`src/rtl/gray_pkg.sv`:
```
// rtl/gray_pkg.sv - FSM state type and Gray/binary helper functions
package gray_pkg;

   localparam int GRAY_MAX_W = 32;

   typedef enum logic [1:0] {
      ST_IDLE,
      ST_PRIME,
      ST_TRACK
   } gray_state_e;

   function automatic logic [GRAY_MAX_W-1:0] b2g(input logic [GRAY_MAX_W-1:0] b, input int w);
      logic [GRAY_MAX_W-1:0] g;
      g = '0;
      for (int i = 0; i < GRAY_MAX_W; i++) begin
         if (i < w) g[i] = b[i] ^ ((i + 1 < w) ? b[i+1] : 1'b0);
      end
      return g;
   endfunction

   // Each binary bit is the XOR of its Gray bit and every more-significant Gray bit.
   function automatic logic [GRAY_MAX_W-1:0] g2b(input logic [GRAY_MAX_W-1:0] g, input int w);
      logic [GRAY_MAX_W-1:0] b;
      logic                  acc;
      b   = '0;
      acc = 1'b0;
      for (int i = GRAY_MAX_W - 1; i >= 0; i--) begin
         if (i < w) begin
            acc  = acc ^ g[i];
            b[i] = acc;
         end
      end
      return b;
   endfunction

   function automatic int hamming(input logic [GRAY_MAX_W-1:0] a,
                                  input logic [GRAY_MAX_W-1:0] b,
                                  input int                    w);
      int n;
      n = 0;
      for (int i = 0; i < GRAY_MAX_W; i++) begin
         if (i < w) n += int'(a[i] ^ b[i]);
      end
      return n;
   endfunction

endpackage

```
`src/rtl/sync_ff_chain.sv`:
```
// rtl/sync_ff_chain.sv - plain multi-stage flop synchronizer, no logic between stages
module sync_ff_chain #(
   parameter int WIDTH  = 4,
   parameter int STAGES = 2
) (
   input  logic             clk_i,
   input  logic             rst_ni,
   input  logic [WIDTH-1:0] d_i,
   output logic [WIDTH-1:0] q_o
);

   logic [WIDTH-1:0] stg [STAGES];

   always_ff @(posedge clk_i or negedge rst_ni) begin
      if (!rst_ni) begin
         for (int i = 0; i < STAGES; i++) stg[i] <= '0;
      end else begin
         stg[0] <= d_i;
         for (int i = 1; i < STAGES; i++) stg[i] <= stg[i-1];
      end
   end

   assign q_o = stg[STAGES-1];

endmodule

```
`src/rtl/gray_sync_decode.sv`:
```
// rtl/gray_sync_decode.sv - synchronizes a foreign Gray count, decodes to binary, reports delta and illegal jumps
module gray_sync_decode
   import gray_pkg::*;
#(
   parameter int VEC_W       = 4,
   parameter int SYNC_STAGES = 2
) (
   input  logic             clk_i,
   input  logic             rst_ni,
   input  logic [VEC_W-1:0] gray_i,
   input  logic             en_i,
   input  logic             clr_err_i,
   output logic [VEC_W-1:0] bin_o,
   output logic [VEC_W-1:0] delta_o,
   output logic             bin_valid_o,
   output logic             err_o
);

   localparam int CNT_W = $clog2(SYNC_STAGES + 1);

   logic [VEC_W-1:0] gray_sync;
   logic [VEC_W-1:0] gray_q;
   logic [VEC_W-1:0] bin_next;
   logic             changed;
   logic             illegal;
   gray_state_e      state;
   logic [CNT_W-1:0] prime_cnt;

   sync_ff_chain #(
      .WIDTH  (VEC_W),
      .STAGES (SYNC_STAGES)
   ) u_sync (
      .clk_i  (clk_i),
      .rst_ni (rst_ni),
      .d_i    (gray_i),
      .q_o    (gray_sync)
   );

   always_comb begin
      bin_next = VEC_W'(g2b(GRAY_MAX_W'(gray_sync), VEC_W));
      changed  = (gray_sync != gray_q);
      illegal  = (hamming(GRAY_MAX_W'(gray_sync), GRAY_MAX_W'(gray_q), VEC_W) > 1);
   end

   always_ff @(posedge clk_i or negedge rst_ni) begin
      if (!rst_ni) begin
         state       <= ST_IDLE;
         prime_cnt   <= '0;
         gray_q      <= '0;
         bin_o       <= '0;
         delta_o     <= '0;
         bin_valid_o <= 1'b0;
         err_o       <= 1'b0;
      end else begin
         bin_valid_o <= 1'b0;
         // Clear first so that a same-cycle illegal update below overrides it.
         if (clr_err_i) err_o <= 1'b0;
         case (state)
            ST_IDLE: begin
               prime_cnt <= '0;
               if (en_i) state <= ST_PRIME;
            end
            ST_PRIME: begin
               if (!en_i) begin
                  state <= ST_IDLE;
               end else if (prime_cnt == CNT_W'(SYNC_STAGES - 1)) begin
                  // The chain now holds only post-enable samples; reload without error check.
                  gray_q <= gray_sync;
                  bin_o  <= bin_next;
                  if (bin_next != bin_o) begin
                     delta_o     <= bin_next - bin_o;
                     bin_valid_o <= 1'b1;
                  end
                  state <= ST_TRACK;
               end else begin
                  prime_cnt <= prime_cnt + CNT_W'(1);
               end
            end
            ST_TRACK: begin
               if (!en_i) begin
                  state <= ST_IDLE;
               end else if (changed) begin
                  gray_q      <= gray_sync;
                  bin_o       <= bin_next;
                  delta_o     <= bin_next - bin_o;
                  bin_valid_o <= 1'b1;
                  if (illegal) err_o <= 1'b1;
               end
            end
            default: state <= ST_IDLE;
         endcase
      end
   end

endmodule

```
`config.mk`:
```
export PLATFORM = sky130hd
export DESIGN_NAME = gray_sync_decode
export DESIGN_NICKNAME = d
export VERILOG_FILES = /design/src/rtl/gray_pkg.sv /design/src/rtl/sync_ff_chain.sv /design/src/rtl/gray_sync_decode.sv
export SDC_FILE = /design/constraint.sdc
export NUM_CORES = 1
export LEC_CHECK = 0
export CORE_MARGIN = 3
export CORE_UTILIZATION = 40
export DETAILED_ROUTE_END_ITERATION = 8
export PLACE_DENSITY = 0.71
export SLEW_MARGIN = 20
export SYNTH_ARGS = -nofsm -noshare
export SYNTH_HDL_FRONTEND = slang
export SYNTH_SLANG_ARGS = --single-unit
```
`constraint.sdc`:
```
create_clock -name clk_i -period 6.4 [get_ports clk_i]
set_input_delay 1.6 -clock clk_i [delete_from_list [all_inputs] [get_ports clk_i]]
set_output_delay 1.6 -clock clk_i [all_outputs]
set_load 0.01 [all_outputs]
```
==> results of run 1 <==
-- metal layers --
layer  share of wire, %  wire (µm)
met5                  0          0
met4                  0          0
met3                4.0         76
met2                 53        989
met1                 43        816
-- power groups by stage --
stage	sequential (µW)	combinational (µW)	clock [µW]
floorplan	249	237	0
global placement	240	309	0
detailed placement	243	319	0
CTS	240	320	78.3
global route	245	349	84.8
finish	238	313	73.2
-- cell usage in the layout (no fill, tap or decap), drive strengths merged, types with 4 or more instances in the layout --
master,count
dfrtp,25
clkdlybuf4s50,16
inv,14
nand2,9
ha,8
xor2,7
mux2,7
o21ai,6
mux2i,4
-- through the flow --
stage	instances	setup slack [ps]
6_report	168	3472
5_1_grt	168	3429
4_1_cts	168	3467
3_5_place_dp	164	3108
3_3_place_gp	164	3140
2_1_floorplan	107	3629
-- worst paths after layout --
| path | slack [ps] | to | startpoint |
|---|---|---|---|
| min reg2reg | 370 | u_sync.q_o[0] | u_sync.stg[4] |
| min | 370 | u_sync.q_o[0] | u_sync.stg[4] |
| max | 3470 | delta_o[1] | en_i |
| max in group asynchronous | 4800 | gray_q[2] | rst_ni |
| max reg2reg | 3890 | delta_o[1] | u_sync.q_o[3] |
| min in group asynchronous | 1240 | delta_o[0] | rst_ni |
-- cell type report --
class	count	share of cell area, %
Tap cell	44	3.701
Clock inverter	1	0.5887
Timing Repair Buffer	17	11.10
Clock buffer	3	1.514
Multi-Input combinational cell	65	37.76
Sequential cell	25	42.05
Inverter	13	3.280
-- worst max-delay path: stages --
cell	delay [ps]
clkdlybuf4s50_1	610
o311a_2	330
a21boi_4	290
mux2_4	320
-- flip-flops by register name, indices dropped and copies added, names as in the netlist --
signal / count
state: 2
bin_valid_o: 1
gray_q: 3
u_sync.stg: 4
u_sync.q_o: 4
err_o: 1
delta_o: 4
bin_o: 4
prime_cnt: 2
-- cell families after synthesis --
| family | share of synthesized area [%] |
|---|---|
| multiplexers | 9.857 |
| AO/OA/AOI/OAI | 9.574 |
| buffers and inverters | 10.05 |
| flip-flops | 47.39 |
| AND/OR/NAND/NOR | 5.308 |
| XOR/XNOR | 7.204 |
| adder cells (fa/ha/maj) | 10.62 |
==> qor.yml, run 1 <==
finalNetCount: 143
insertion_delay_ps: 320
seq_area_frac_synth_pct: 47.39
period_minus_slack_ps: 2928
fp-row-count: 20
grt_use_met1_pct: 10.50
ys_types: 30
clock_sinks: 25
dr.pass1.iters: 4
grt_pass1_vias: 803
netlist_instances: 107
cts_buffers: 3
finalCritPeriodShare_pct: 45.75
cts_buffer_depth: 2
hold_violations: 0
viasPerCell: 4.750
switching_share_pct: 37.04
post_cts_buffers: 0
setup_viol: 0
drcViolationCount: 0
fmax_mhz: 341.6
yosysTopAreaCell: "dfrtp_1"
synth_ff_type: "dfrtp_1"
die_w_um: 63.45
dpl.hpwl_um: 1528
grt_usage_pct: 9.860
holdBufCountCts: 0
avgRoutedWirePerCell_um: 11.20
p_sw_uw: 231.5
htree_num_levels: 1
grt_pass1_wl_um: 3270
post_cts_resized: 0
whs_path_depth: 0
crit_arrival_ps: 3150
fin_area_um2: 1488
grt_antenna_before_repair: 0
worst_setup_path_start_kind: "input port"
drv_slew: 0
crit_type: "in -> reg"
gp_congestion: 0.7502
multi_input_area_um2: 561.8
synth_common_cells: "25 x dfrtp_1, 13 x inv_1, 9 x nand2_1"
p_int_uw: 393.4
hold_slack_ps: 367.7
synth.most_common_cell: "dfrtp_1"
coreArea_um2: 3103
ys_ff_latch: 25
initial_utilization_pct: 42.54
grt_util_met2_pct: 18.90
clk_transition_reported_paths_ps: 140
relSlewSlack_pct: 63.62
r2r_cells: 8
gr-usage-met3_pct: 3.387
tightest_slew_ps: 545.7
critPathMaxFanout: 9
syn_to_final_growth_pct: 12.70
regArea_um2: 625.6
busiest_layer: "met2"
synth_area_leaders: "dfrtp_1 47%, ha_1 7.6%, bufbuf_16 4.9%, xor2_1 4.0%, inv_1 3.7%"
endpoint_kind: "flip-flop"
maxCapViolCount: 0
n_fill_cell: 299
ant_nets: 0
rsz0062_at_grt: "no"
clock_skew_ps: 4.929
via_count: 798
p_per_area_nw_per_um2: 420.0
die_h_um: 63.45
routed_wl_um: 1882
p_seq_share_pct: 38.1
placed_cell_area_um2: 1461
netlist_area_um2: 1320
avgSynthCellArea_um2: 12.34
syn-num-nets: 125
crit_required_ps: 6620
gr-total-overflow: 0
finalSetupTns_ps: 0
synthArstFlopShare_pct: 100.0
grt_max_degree: 26
power_frac_clock_pct: 11.7
pwr-share-comb_pct: 50.2
numPortBuffers: 17
final_util_pct: 47.94
design_power_total_uw: 624.9
synth_top_area_share_pct: 47.39
hold_class: "reg -> reg"
ir_worst_vdd_v: 0.0002256
status: "completed"
drt_iter0_markers: 26
leakage_uw: 0.0006660
antenna_cells: 0
synth_edf_count: 0
ys_warn_count: 0
cts_tree: "yes"
num_io_pins: 18
die_area_um2: 4025
ctsRootBufferMaster: "clkbuf_4"
drive_gt1_share_pct: 12.10
(Power assumes the default switching activity.)
==> run 2, diff against run 1 <==
--- a/config.mk
+++ b/config.mk
@@ -8,7 +8,7 @@
 export CORE_MARGIN = 3
 export CORE_UTILIZATION = 40
 export DETAILED_ROUTE_END_ITERATION = 8
-export PLACE_DENSITY = 0.71
+export PLACE_DENSITY = 0.74
 export SLEW_MARGIN = 20
 export SYNTH_ARGS = -nofsm -noshare
 export SYNTH_HDL_FRONTEND = slang
==> constraint.sdc (replaced) <==
create_clock -name clk_i -period 2.6 [get_ports clk_i]
set_input_delay 0.65 -clock clk_i [delete_from_list [all_inputs] [get_ports clk_i]]
set_output_delay 0.65 -clock clk_i [all_outputs]
set_load 0.01 [all_outputs]
==> run 2 against run 1 <==
Via count fell by 1.6%. Utilization is 0.89 points higher. Global-route usage increased by 1.7 points. Register-to-register slack lost 3600 ps. Worst setup slack lost 3200 ps. First-iteration DRC count decreased by 19%. Die area unchanged. Clock skew increased by 1.1 ps. Sequential share of layout area is 0.76 points lower. Combinational power rose to 2.5 times the previous value. Hold slack lost 1.9 ps.
==> qor.yml, run 2 (synthesized netlist as in run 1, its figures left out) <==
die_area_um2: 4025  # unchanged
post_cts_buffers: 0  # unchanged
rsz0062_at_grt: "no"
finalCritPeriodShare_pct: 88.34
critPathMaxStageDelay_ps: 450  # -160 ps
clk_transition_reported_paths_ps: 150  # about the same
holdBufCountCts: 0  # unchanged
drt_iter0_markers: 21  # -19%
hold_class: "reg -> reg"
initial_utilization_pct: 42.54  # unchanged
insertion_delay_ps: 330  # about the same
grt_pass1_vias: 864  # +7.6%
r2r-start: "u_sync.q_o[3]"
rrSetupSlack_ps: 300  # -3590 ps
whs_path_depth: 0  # unchanged
num_io_pins: 18  # unchanged
endpoint: "delta_o[2]"
grt_pass1_wl_um: 3732  # +14%
gp_congestion: 0.8074  # +7.6%
cts_tree: "yes"
fp-row-count: 20  # unchanged
status: "completed"
htree_num_levels: 1  # unchanged
ctsRootBufferMaster: "clkbuf_4"
dp_slack_ps: 311.4  # -2797 ps
clock_sinks: 25  # unchanged
relSlewSlack_pct: 76.96  # +13 points
cts_buffers: 3  # unchanged
crit_chain: "xor2_1 > xor2_1 > xnor2_1 > ha_1 > nand3_1 > nor2_1 > a21boi_4 > mux2_4"
setup_viol: 0  # unchanged
die_w_um: 63.45  # unchanged
antenna_cells: 0  # unchanged
crit_arrival_ps: 2530  # -620 ps
die_h_um: 63.45  # unchanged
leakage_uw: 0.0006810  # +2.3%
worst_setup_path_start_kind: "flip-flop"
period_minus_slack_ps: 2297
crit_required_ps: 2830  # -3790 ps
hold_violations: 0  # unchanged
drive_gt1_share_pct: 13.39  # +1.3 points
final_common_cell: "dfrtp_1"
grt_max_degree: 26  # unchanged
crit_type: "reg -> reg"
tightest_slew_ps: 345.6  # -200.1 ps
r2r_cells: 8  # unchanged
cp.depth: 8  # +4
ir_worst_vdd_v: 0.0004703  # +110%
post_cts_resized: 0  # unchanged
endpoint_kind: "flip-flop"
maxCapViolCount: 0  # unchanged
critPathTopFamily: "XOR/XNOR gates"
cp_slowest_cell: "dfrtp_1"
clock_skew_ps: 5.980  # +1.051 ps
numPortBuffers: 17  # unchanged
ant_nets: 0  # unchanged
routed_wl_um: 1966  # +4.5%
regToRegEndpoint: "delta_o[2]"
drv_slew: 0  # unchanged
final_cell_mix: "25 x dfrtp_1, 17 x clkdlybuf4s50_1, 13 x inv_1"
fmax_mhz: 435.4
coreArea_um2: 3103  # unchanged
grt_antenna_before_repair: 0  # unchanged
finalNetCount: 146  # +2.1%
crit_start: "u_sync.q_o[3]"
critPathMaxFanout: 4  # -5
drcViolationCount: 0  # unchanged
critPathBufInv: 0  # -1
min_from: "u_sync.stg[7]"
avgRoutedWirePerCell_um: 11.50  # +2.6%
cts_buffer_depth: 2  # unchanged
finalSetupTns_ps: 0  # unchanged
gr-total-overflow: 0  # unchanged
crit_path_frequent_cell: "xor2_1"
dpl.hpwl_um: 1564  # +2.4%
dr.pass1.iters: 4  # unchanged
syn_to_final_growth_pct: 14.79
via_count: 785  # -1.6%
postLayoutSetupSlackWorst_ps: 303.3  # -3169 ps
p_per_area_nw_per_um2: 1030  # +150%
viasPerCell: 4.591  # -3.4%
grt_usage_pct: 11.59  # +1.7 points
==> run 2: cell types whose count changed in the layout (fill, tap and decap cells not counted) <==
cell	delta
buf_4	+3
clkdlybuf4s50_1	+1
buf_2	-1
==> run 2: cell type report <==
type | count | area [µm²]
fill | 306 | 1588
sequential | 25 | 625.6
multi-input combinational | 65 | 561.8
timing repair buffer | 20 | 192.7
tap | 44 | 55.05
inverter | 13 | 48.80
clock buffer | 3 | 22.52
clock inverter | 1 | 8.758
==> run 2: power by group <==
group | switching (µW) | leakage (µW) | internal, µW
Combinational | 381 | 0.000360 | 404
Clock | 125 | 0.0000183 | 62.7
Sequential | 78.4 | 0.000303 | 509
==> run 2: worst min-delay path by stage <==
stage,to,slack (ps)
finish,u_sync.q_o[3],370
global route,u_sync.q_o[2],390
detailed placement,u_sync.q_o[1],330
CTS,u_sync.q_o[1],370
global placement,u_sync.q_o[3],330
floorplan,u_sync.q_o[0],330
==> run 2: metal layers <==
| layer | vias to the layer above | track usage [%] | share of wire [%] |
|---|---|---|---|
| met2 | 13 | 21.64 | 53 |
| met5 | - | 0 | 0 |
| met3 | 2 | 4.456 | 4.4 |
| met1 | 381 | 12.20 | 42 |
| li1 | 389 | - | - |
| met4 | 0 | 2.426 | 0.46 |
==> run 2: metrics by stage <==
stage	area (µm²)	util (%)	hold WS (ps)	cells	power [µW]
after floorplan	1320	-	331.2	107	1196
after global placement	1484	47.82	332.3	167	1360
after global routing	1515	48.83	385.8	171	1701
after detailed placement	1484	47.82	334.7	167	1392
final	1515	48.83	365.8	171	1560
after CTS	1515	48.83	368.3	171	1578
==> run 2: worst reg2reg max path, stage by stage (launching register included) <==
cell and delay [ps]:
dfrtp_1 450, xor2_1 280, xor2_1 250, xnor2_1 170, ha_1 280, nand3_1 110, nor2_1 70, a21boi_4 250
mux2_4 320
